==> src/rtl/bandai_eeprom_ctrl.sv <==
// Host-port bridge to a Microwire (93Cxx-style) serial EEPROM: command, read,
// write-with-busy-poll and short (command-only) operations behind five byte registers.
module bandai_eeprom_ctrl #(
  parameter int CLKDIV    = 4,
  parameter int ADDR_BITS = 6,
  parameter int POLL_MAX  = 4096
) (
  input  logic       CLK,
  input  logic       RSTn,
  input  logic [7:0] ADDR,
  input  logic       WR,
  input  logic       RD,
  input  logic [7:0] WDATA,
  output logic [7:0] RDATA,
  output logic       EE_CS,
  output logic       EE_SK,
  output logic       EE_DI,
  input  logic       EE_DO,
  output logic [2:0] dbg_state
);

  localparam int N    = 3 + ADDR_BITS;
  localparam int LAST = 2 * CLKDIV - 1;
  localparam int CW   = 9;
  localparam int PW   = $clog2(POLL_MAX + 1);

  typedef enum logic [2:0] {
    IDLE   = 3'd0,
    CMD    = 3'd1,
    DOUT   = 3'd2,
    DIN    = 3'd3,
    GAP    = 3'd4,
    POLL   = 3'd5,
    FINISH = 3'd6
  } state_t;

  typedef enum logic [1:0] {
    OP_READ  = 2'd0,
    OP_WRITE = 2'd1,
    OP_SHORT = 2'd2
  } op_t;

  state_t          state;
  op_t             op;
  logic [15:0]     data_q;
  logic [15:0]     cmd_q;
  logic [15:0]     sh;
  logic [4:0]      bits_left;
  logic [CW-1:0]   cnt;
  logic [PW-1:0]   poll_cnt;
  logic            ready;
  logic            done;
  logic            timeout;

  logic bit_end;
  logic half_end;
  logic serial;

  // cnt indexes the cycle within a bit: low phase 0..CLKDIV-1, high phase after.
  assign bit_end   = (cnt == CW'(LAST));
  assign half_end  = (cnt == CW'(CLKDIV - 1));
  assign serial    = (state == CMD) || (state == DOUT) || (state == DIN);
  assign dbg_state = state;

  always_ff @(posedge CLK or negedge RSTn) begin
    if (!RSTn) begin
      state     <= IDLE;
      op        <= OP_READ;
      data_q    <= 16'h0000;
      cmd_q     <= 16'h0000;
      sh        <= 16'h0000;
      bits_left <= 5'd0;
      cnt       <= '0;
      poll_cnt  <= '0;
      ready     <= 1'b1;
      done      <= 1'b0;
      timeout   <= 1'b0;
      EE_CS     <= 1'b0;
      EE_SK     <= 1'b0;
      EE_DI     <= 1'b0;
      RDATA     <= 8'h00;
    end else begin
      // Status reads see the registers as they were before this edge.
      if (RD) begin
        case (ADDR)
          8'hC4:   RDATA <= data_q[7:0];
          8'hC5:   RDATA <= data_q[15:8];
          8'hC6:   RDATA <= cmd_q[7:0];
          8'hC7:   RDATA <= cmd_q[15:8];
          8'hC8:   RDATA <= {5'b00000, timeout, done, ready};
          default: RDATA <= 8'h00;
        endcase
      end

      if (serial) begin
        if (bit_end) begin
          cnt   <= '0;
          EE_SK <= 1'b0;
        end else begin
          cnt <= cnt + 1'b1;
          if (half_end) EE_SK <= 1'b1;
        end
      end

      case (state)
        IDLE: begin
          if (WR && ready) begin
            case (ADDR)
              8'hC4: data_q[7:0]  <= WDATA;
              8'hC5: data_q[15:8] <= WDATA;
              8'hC6: cmd_q[7:0]   <= WDATA;
              8'hC7: cmd_q[15:8]  <= WDATA;
              8'hC8: begin
                if (WDATA[6:4] != 3'b000) begin
                  op        <= WDATA[4] ? OP_READ : (WDATA[5] ? OP_WRITE : OP_SHORT);
                  ready     <= 1'b0;
                  done      <= 1'b0;
                  timeout   <= 1'b0;
                  state     <= CMD;
                  EE_CS     <= 1'b1;
                  EE_SK     <= 1'b0;
                  EE_DI     <= 1'b0;
                  sh        <= cmd_q << (16 - N);
                  bits_left <= 5'(N);
                  // One setup cycle with CS high before the first bit's low phase.
                  cnt       <= CW'(LAST);
                end
              end
              default: ;
            endcase
          end
        end

        CMD: begin
          if (bit_end) begin
            if (bits_left != 5'd0) begin
              EE_DI     <= sh[15];
              sh        <= {sh[14:0], 1'b0};
              bits_left <= bits_left - 1'b1;
            end else begin
              case (op)
                OP_READ: begin
                  state     <= DIN;
                  EE_DI     <= 1'b0;
                  bits_left <= 5'd16;
                end
                OP_WRITE: begin
                  state     <= DOUT;
                  EE_DI     <= data_q[15];
                  data_q    <= {data_q[14:0], data_q[15]};
                  bits_left <= 5'd16;
                end
                default: begin
                  state <= FINISH;
                  EE_CS <= 1'b0;
                  EE_DI <= 1'b0;
                end
              endcase
            end
          end
        end

        DIN: begin
          if (bit_end) begin
            data_q <= {data_q[14:0], EE_DO};
            if (bits_left == 5'd1) begin
              state <= FINISH;
              EE_CS <= 1'b0;
              EE_DI <= 1'b0;
            end else begin
              bits_left <= bits_left - 1'b1;
            end
          end
        end

        DOUT: begin
          // Rotating rather than shifting leaves DATA intact after 16 bits.
          if (bit_end) begin
            if (bits_left == 5'd1) begin
              state <= GAP;
              EE_CS <= 1'b0;
              EE_DI <= 1'b0;
            end else begin
              EE_DI     <= data_q[15];
              data_q    <= {data_q[14:0], data_q[15]};
              bits_left <= bits_left - 1'b1;
            end
          end
        end

        GAP: begin
          if (bit_end) begin
            state    <= POLL;
            EE_CS    <= 1'b1;
            cnt      <= '0;
            poll_cnt <= '0;
          end else begin
            cnt <= cnt + 1'b1;
          end
        end

        POLL: begin
          if (half_end) begin
            cnt <= '0;
            if (EE_DO) begin
              state <= FINISH;
              EE_CS <= 1'b0;
            end else if (poll_cnt == PW'(POLL_MAX - 1)) begin
              timeout <= 1'b1;
              state   <= FINISH;
              EE_CS   <= 1'b0;
            end else begin
              poll_cnt <= poll_cnt + 1'b1;
            end
          end else begin
            cnt <= cnt + 1'b1;
          end
        end

        FINISH: begin
          state <= IDLE;
          done  <= 1'b1;
          ready <= 1'b1;
          EE_CS <= 1'b0;
          EE_SK <= 1'b0;
          EE_DI <= 1'b0;
        end

        default: state <= IDLE;
      endcase
    end
  end

endmodule

==> config.mk <==
export PLATFORM = sky130hd
export DESIGN_NAME = bandai_eeprom_ctrl
export DESIGN_NICKNAME = d
export VERILOG_FILES = /design/src/rtl/bandai_eeprom_ctrl.sv
export SDC_FILE = /design/constraint.sdc
export NUM_CORES = 1
export LEC_CHECK = 0
export ABC_AREA = 1
export CAP_MARGIN = 20
export CORE_MARGIN = 3
export CORE_UTILIZATION = 35
export DETAILED_ROUTE_END_ITERATION = 10
export SLEW_MARGIN = 20
export SYNTH_ARGS = -nofsm -noshare
export SYNTH_HDL_FRONTEND = slang
export SYNTH_SLANG_ARGS = --single-unit
export TNS_END_PERCENT = 10
==> constraint.sdc <==
create_clock -name CLK -period 2.9 [get_ports CLK]
set_clock_uncertainty 0.05 [all_clocks]
set_input_delay 0.58 -clock CLK [delete_from_list [all_inputs] [get_ports CLK]]
set_output_delay 0.58 -clock CLK [all_outputs]
set_load 0.05 [all_outputs]
==> results.toml, run 1 <==
[placement]
placedCellCount = 860
io_buffers = 34
place_hpwl_um = 9160
place_congestion = 0.837

[yosys]
ys_warn_count = 0
ys_ff_latch = 87
syn_inst = 658
synth_simple_gate_area_share_pct = 29.9
ys_seq_area_share_pct = 44.2
syn_nets = 684
synthMuxAreaShare_pct = 0.203
synthesis.area_per_instance_um2 = 7.49
synth_xor_area_share_pct = 3.37
synth_top_family_by_area = "simple AND/OR/NAND/NOR gates"
synth_compound_area_share_pct = 13.1
synth_cell_type_count = 41
synth_fa_ha_area_share_pct = 1.27
synthesis.area_um2 = 4930

[grt]
grt_antenna_before_repair = 0
grt_start_max_net_pins = 65
grt_pass1_vias = 4380
track_usage_pct = 16.9
grt_pass1_wl_um = 21400
overflow = 0

[sta]
hold_viol = 0
tightest_slew_ns = 0.627
drv_slew = 0
max_freq_ghz = 0.388
setup_tns_ns = 0
min_period_over_period_pct = 88.9
slew_headroom_pct = 58.0
setup_viol = 0
period_needed_ns = 2.58
rsz0062_at_grt = "false"

[pwr]
p_seq_share_pct = 34.0
leakage_nw = 2.71
clockPowerShare_pct = 21.0
vdd_drop_max_mv = 0.442
comb_power_share_pct = 45.0
power.share.switching_pct = 45.1
switchingPower_mw = 2.37
intPower_mw = 2.89
totalPowerFinal_mw = 5.26
power.density_nw_per_um2 = 918

[detailed_routing]
avgViaCountPerCell = 5.00
antenna_left = 0
drc = 0
first_pass_iters = 5
drt_iter0_drc = 545
vias = 4379
wirelength_um = 12400
wl_per_cell_um = 14.2

[worst_setup_path]
critPathRequiredTime_ns = 2.27
crit_path_start = "dbg_state[2]"
critPathSlowestCell = "clkdlybuf4s50_1"
rrSetupSlack_ns = 0.57
slowest_delay_ns = 0.91
crit_chain = "clkdlybuf4s50_1"
worstSetupPathType = "flop to output pin"
crit_fanout = 11
cp_top_family = "buffers and inverters"
critPathCaptureType = "output pin"
arrival_ns = 1.95
crit_path_start_kind = "flop"
reg2reg_from = "cnt[0]"
critical_path_buf_inv_count = 1

[final_layout]
post-route-util_pct = 42.4
finalNonFillerCells = 876
seq_area_um2 = 2180
multiInputGateArea_um2 = 2360
syn2layout_area_growth_pct = 16.2
antennaDiodeCount = 0
fillers = 1339
drive_above_1_share_pct = 8.14
layout.nets = 721

[clocking]
postCtsSetupBuffers = 0
cts_tree = "built"
clock-sinks = 87
post_cts_hold_buffer_count = 0
numCtsBuffers = 9
htreeDepth = 3
clk_pin_slew_ns = 0.07
post_cts_resized = 0
cts-root-buf = "clkbuf_16"
clk-insertion-delay-late_ns = 0.35
clk_path_buf_depth = 2

[floorplan]
die_w_um = 125
die_area_um2 = 15500
core_um2 = 13500
fp.dieH_um = 125
boundaryPins = 35
start_util_pct = 36.5
rows = 42

[min_path]
holdCritPathClass = "input pin to async pin"

[status]
outcome = "finished clean"

[run]
drv_cap = 0
path summary, 6_finish.rpt:
kind                                end  cells after the start
max                        dbg_state[2]                      1
min in group CLK              data_q[9]                      2
min reg2reg                   data_q[9]                      2
max reg2reg                  data_q[11]                     10
max in group asynchronous         ready                      2
min                               sh[8]                      1
power by group through the flow:
stage / sequential [mW] / clock (mW) / combinational, mW
floorplan: 1.84 / 0 / 1.74
global placement: 1.80 / 0 / 2.32
detailed placement: 1.80 / 0 / 2.36
CTS: 1.78 / 1.14 / 2.38
global route: 1.83 / 1.18 / 2.72
finish: 1.79 / 1.10 / 2.37
cells in the final DEF, fill, tap and decap left out, types with 2 or more instances in the layout:
cell               n
nand2_4            4
clkdlybuf4s50_1   33
nand2_1          204
nand2_2            6
a21oi_1           14
nor3_1            11
buf_4              7
inv_1             67
nor2_1            47
xor2_1            18
clkinv_4           2
o22ai_1            6
o21bai_1           2
o211ai_1           3
nand4_1            5
o21ai_0           73
o21ai_1           12
nand3_1           45
o21ai_2            4
clkbuf_16          9
dfrtp_1           86
nor3b_1            2
inv_2              7
ha_1               5
nor2_4             4
clkinv_2           3
nor3_4             2
o2111ai_1          2
nor2_2             2
cells in the mapped netlist, drive strengths merged:
cell	count	share of area (%)
nand2	214	17
o21ai	89	9.3
dfrtp	86	44
inv	74	5.6
nor2	53	4.7
nand3	45	4.6
xor2	18	3.2
a21oi	14	1.4
nor3	14	2.0
buf	8	1.5
clkbuf	7	0.53
nand4	6	0.89
o22ai	6	0.76
ha	5	1.3
o211ai	3	0.46
clkinv	2	0.25
nor3b	2	0.30
o2111ai	2	0.36
o21bai	2	0.30
a21boi	1	0.15
and3	1	0.13
dfstp	1	0.53
mux2i	1	0.20
o31ai	1	0.15
o41ai	1	0.18
or2	1	0.13
xnor2	1	0.18
logic make-up after synthesis:
group | after synthesis
adders and majority gates | 5
xor gates and xnor gates | 19
buffers and inverters | 91
AOI/OAI and AO/OA | 119
and+or+nand+nor | 336
muxes | 1
DFF | 87
stage by stage:
stage / hold slack [ns] / setup slack, ns / area [µm²]
6_report: 0.0722 / 0.321 / 5730
5_1_grt: 0.0909 / 0.219 / 5730
4_1_cts: 0.0735 / 0.288 / 5730
3_5_place_dp: 0.410 / 0.342 / 5450
3_3_place_gp: 0.409 / 0.374 / 5450
2_1_floorplan: 0.234 / 0.864 / 4930
final cells by class:
class                      instances  share of cell area, %
multi-input combinational        480                   41.2
sequential                        87                   38.0
timing repair buffer              41                   7.03
inverter                          76                   5.07
clock buffer                      11                   4.24
tap                              176                   3.84
clock inverter                     5                  0.568
registers in the layout, indices dropped and copies added (netlist names):
signal and cells:
bits_left 5, sh 9, RDATA 8, poll_cnt 13, data_q 16, cnt 9
dbg_state 3, EE_DI 1, op 2, cmd_q 16, EE_SK 1, timeout 1
done 1, ready 1, EE_CS 1
per-layer routing:
layer | GRT usage, % | wire length [µm] | vias to the layer above
li1 | - | - | 2190
met1 | 22.4 | 5750 | 2058
met2 | 26.8 | 5790 | 109
met3 | 4.25 | 604 | 22
met4 | 6.06 | 290 | 0
met5 | 0 | 0 | -
No activity file was read; power rests on OpenSTA's default activity.
==> inputs of run 2 (changes only) <==
--- a/config.mk
+++ b/config.mk
@@ -7,9 +7,12 @@
 export LEC_CHECK = 0
 export ABC_AREA = 1
 export CAP_MARGIN = 20
+export CELL_PAD_IN_SITES_DETAIL_PLACEMENT = 0
+export CELL_PAD_IN_SITES_GLOBAL_PLACEMENT = 2
 export CORE_MARGIN = 3
 export CORE_UTILIZATION = 35
 export DETAILED_ROUTE_END_ITERATION = 10
+export PLACE_DENSITY_LB_ADDON = 0.1
 export SLEW_MARGIN = 20
 export SYNTH_ARGS = -nofsm -noshare
 export SYNTH_HDL_FRONTEND = slang
==> constraint.sdc (replaced) <==
create_clock -name CLK -period 2.9 [get_ports CLK]
set_clock_uncertainty 0.05 [all_clocks]
set_input_delay 0.87 -clock CLK [delete_from_list [all_inputs] [get_ports CLK]]
set_output_delay 0.87 -clock CLK [all_outputs]
set_load 0.05 [all_outputs]
==> results.toml, run 2 (same netlist as run 1, synthesis figures left out) <==
[detailed_routing]
wl_per_cell_um = 15.7
avgViaCountPerCell = 5.00
drc = 0
wirelength_um = 13900
antenna_left = 0
first_pass_iters = 5
drt_iter0_drc = 324
vias = 4421

[floorplan]
fp.dieH_um = 125
boundaryPins = 35
die_area_um2 = 15500
rows = 42
start_util_pct = 36.5
die_w_um = 125
core_um2 = 13500

[final_layout]
top_regs = "cmd_q (16), data_q (16), poll_cnt (13)"
final_common_cell = "nand2_1"
fin_area_um2 = 5800
finalNonFillerCells = 884
fillers = 1400
antennaDiodeCount = 0
layout_common_cells = "nand2_1, dfrtp_1, o21ai_0, inv_1, nor2_1"
drive_above_1_share_pct = 9.32
syn2layout_area_growth_pct = 17.6
layout.nets = 729

[clocking]
post_cts_resized = 0
cts_tree = "built"
clk_pin_slew_ns = 0.07
htreeDepth = 3
clk_path_buf_depth = 2
cts-root-buf = "clkbuf_16"
post_cts_hold_buffer_count = 0
clock-sinks = 87
numCtsBuffers = 9
clk-insertion-delay-late_ns = 0.35
postCtsSetupBuffers = 0

[worst_setup_path]
slowest_delay_ns = 0.87
arrival_ns = 1.70
worstSetupPathType = "flop to output pin"
worstRegToRegCells = 10
critPathSlowestCell = "clkdlybuf4s50_1"
crit_path_start_kind = "flop"
crit_fanout = 5
cp_top_family = "buffers and inverters"
reg2reg_from = "cnt[0]"
r2r_end = "data_q[13]"
critical_path_buf_inv_count = 1
cp_num_cells = 1
rrSetupSlack_ns = 0.72
crit_chain = "clkdlybuf4s50_1"
critPathCaptureType = "output pin"
endpoint = "dbg_state[0]"
crit_path_start = "dbg_state[0]"
critPathRequiredTime_ns = 1.98

[placement]
placedCellCount = 868
io_buffers = 34
placed_area_um2 = 5510
place_hpwl_um = 10500
place_congestion = 0.813

[sta]
hold_slack_ns = 0.416
setup_tns_ns = 0
tightest_slew_ns = 0.539
drv_slew = 0
slew_headroom_pct = 63.8
min_period_over_period_pct = 90.3
max_freq_ghz = 0.382
setup_viol = 0
period_needed_ns = 2.62
rsz0062_at_grt = "false"
hold_viol = 0

[pwr]
intPower_mw = 2.95
comb_power_share_pct = 46.6
power.density_nw_per_um2 = 927
vdd_drop_max_mv = 0.395
leakage_nw = 2.75
power.share.switching_pct = 45.1
switchingPower_mw = 2.43
p_seq_share_pct = 32.5
clockPowerShare_pct = 20.9

[grt]
grt_start_max_net_pins = 37
overflow = 0
grt_pass1_wl_um = 22800
grt_antenna_before_repair = 0
track_usage_pct = 18.4
grt_pass1_vias = 4295

[run]
drv_cap = 0

[status]
outcome = "finished clean"

[min_path]
holdCritPathClass = "input pin to async pin"
==> run 2: cell count changes in the layout (fill, tap and decap cells not counted), sizes merged <==
cell / change
clkinvlp: +1
buf: +8
clkinv: -1
==> run 2: worst min-delay path by stage <==
| stage | start | to |
|---|---|---|
| after floorplan | data_q[10] | data_q[10] |
| after global placement | data_q[10] | data_q[10] |
| after detailed placement | data_q[9] | data_q[9] |
| after CTS | RSTn | sh[13] |
| after global routing | RSTn | sh[12] |
| final | RSTn | sh[13] |
==> run 2: through the flow <==
step                util (%)  power, mW  setup WS, ns
floorplan                  -       3.59         0.804
global placement        40.8       4.26        0.0986
detailed placement      40.8       4.28        0.0163
CTS                     42.9       5.45         0.244
global route            42.9       5.85         0.143
finish                  42.9       5.38         0.280
==> run 2: power by group through the flow <==
stage,Sequential [mW],Clock (mW),Combinational (mW)
2_1_floorplan,1.84,0,1.74
3_3_place_gp,1.76,0,2.50
3_5_place_dp,1.77,0,2.51
4_1_cts,1.75,1.17,2.53
5_1_grt,1.79,1.22,2.85
6_report,1.75,1.12,2.51
==> run 2: layout make-up <==
class	count	area [µm²]	area share, %
multi-input cells	480	2360	40.7
flip-flops and latches	87	2180	37.6
clock buffers	11	253	4.36
clock inverters	5	31.3	0.539
well taps	176	220	3.80
inverters	76	290	5.01
repair buffers	49	463	7.98
==> run 2: worst reg2reg max path, stage by stage, from the launching register on <==
cell and delay [ns]:
dfrtp_1 0.39, ha_1 0.21, nand2_1 0.06, inv_1 0.15, nand4_2 0.26, nand2_1 0.25
nand3_1 0.15, nor2_4 0.17, nand2_1 0.21, nand2_1 0.12, nand2_1 0.05
==> run 2: per-layer routing <==
metal,global-route usage (%),routed length [µm],vias to the layer above
met5,0,0,-
met4,3.22,89,0
met3,4.67,598,7
met2,29.6,6580,79
met1,25.5,6660,2111
li1,-,-,2224
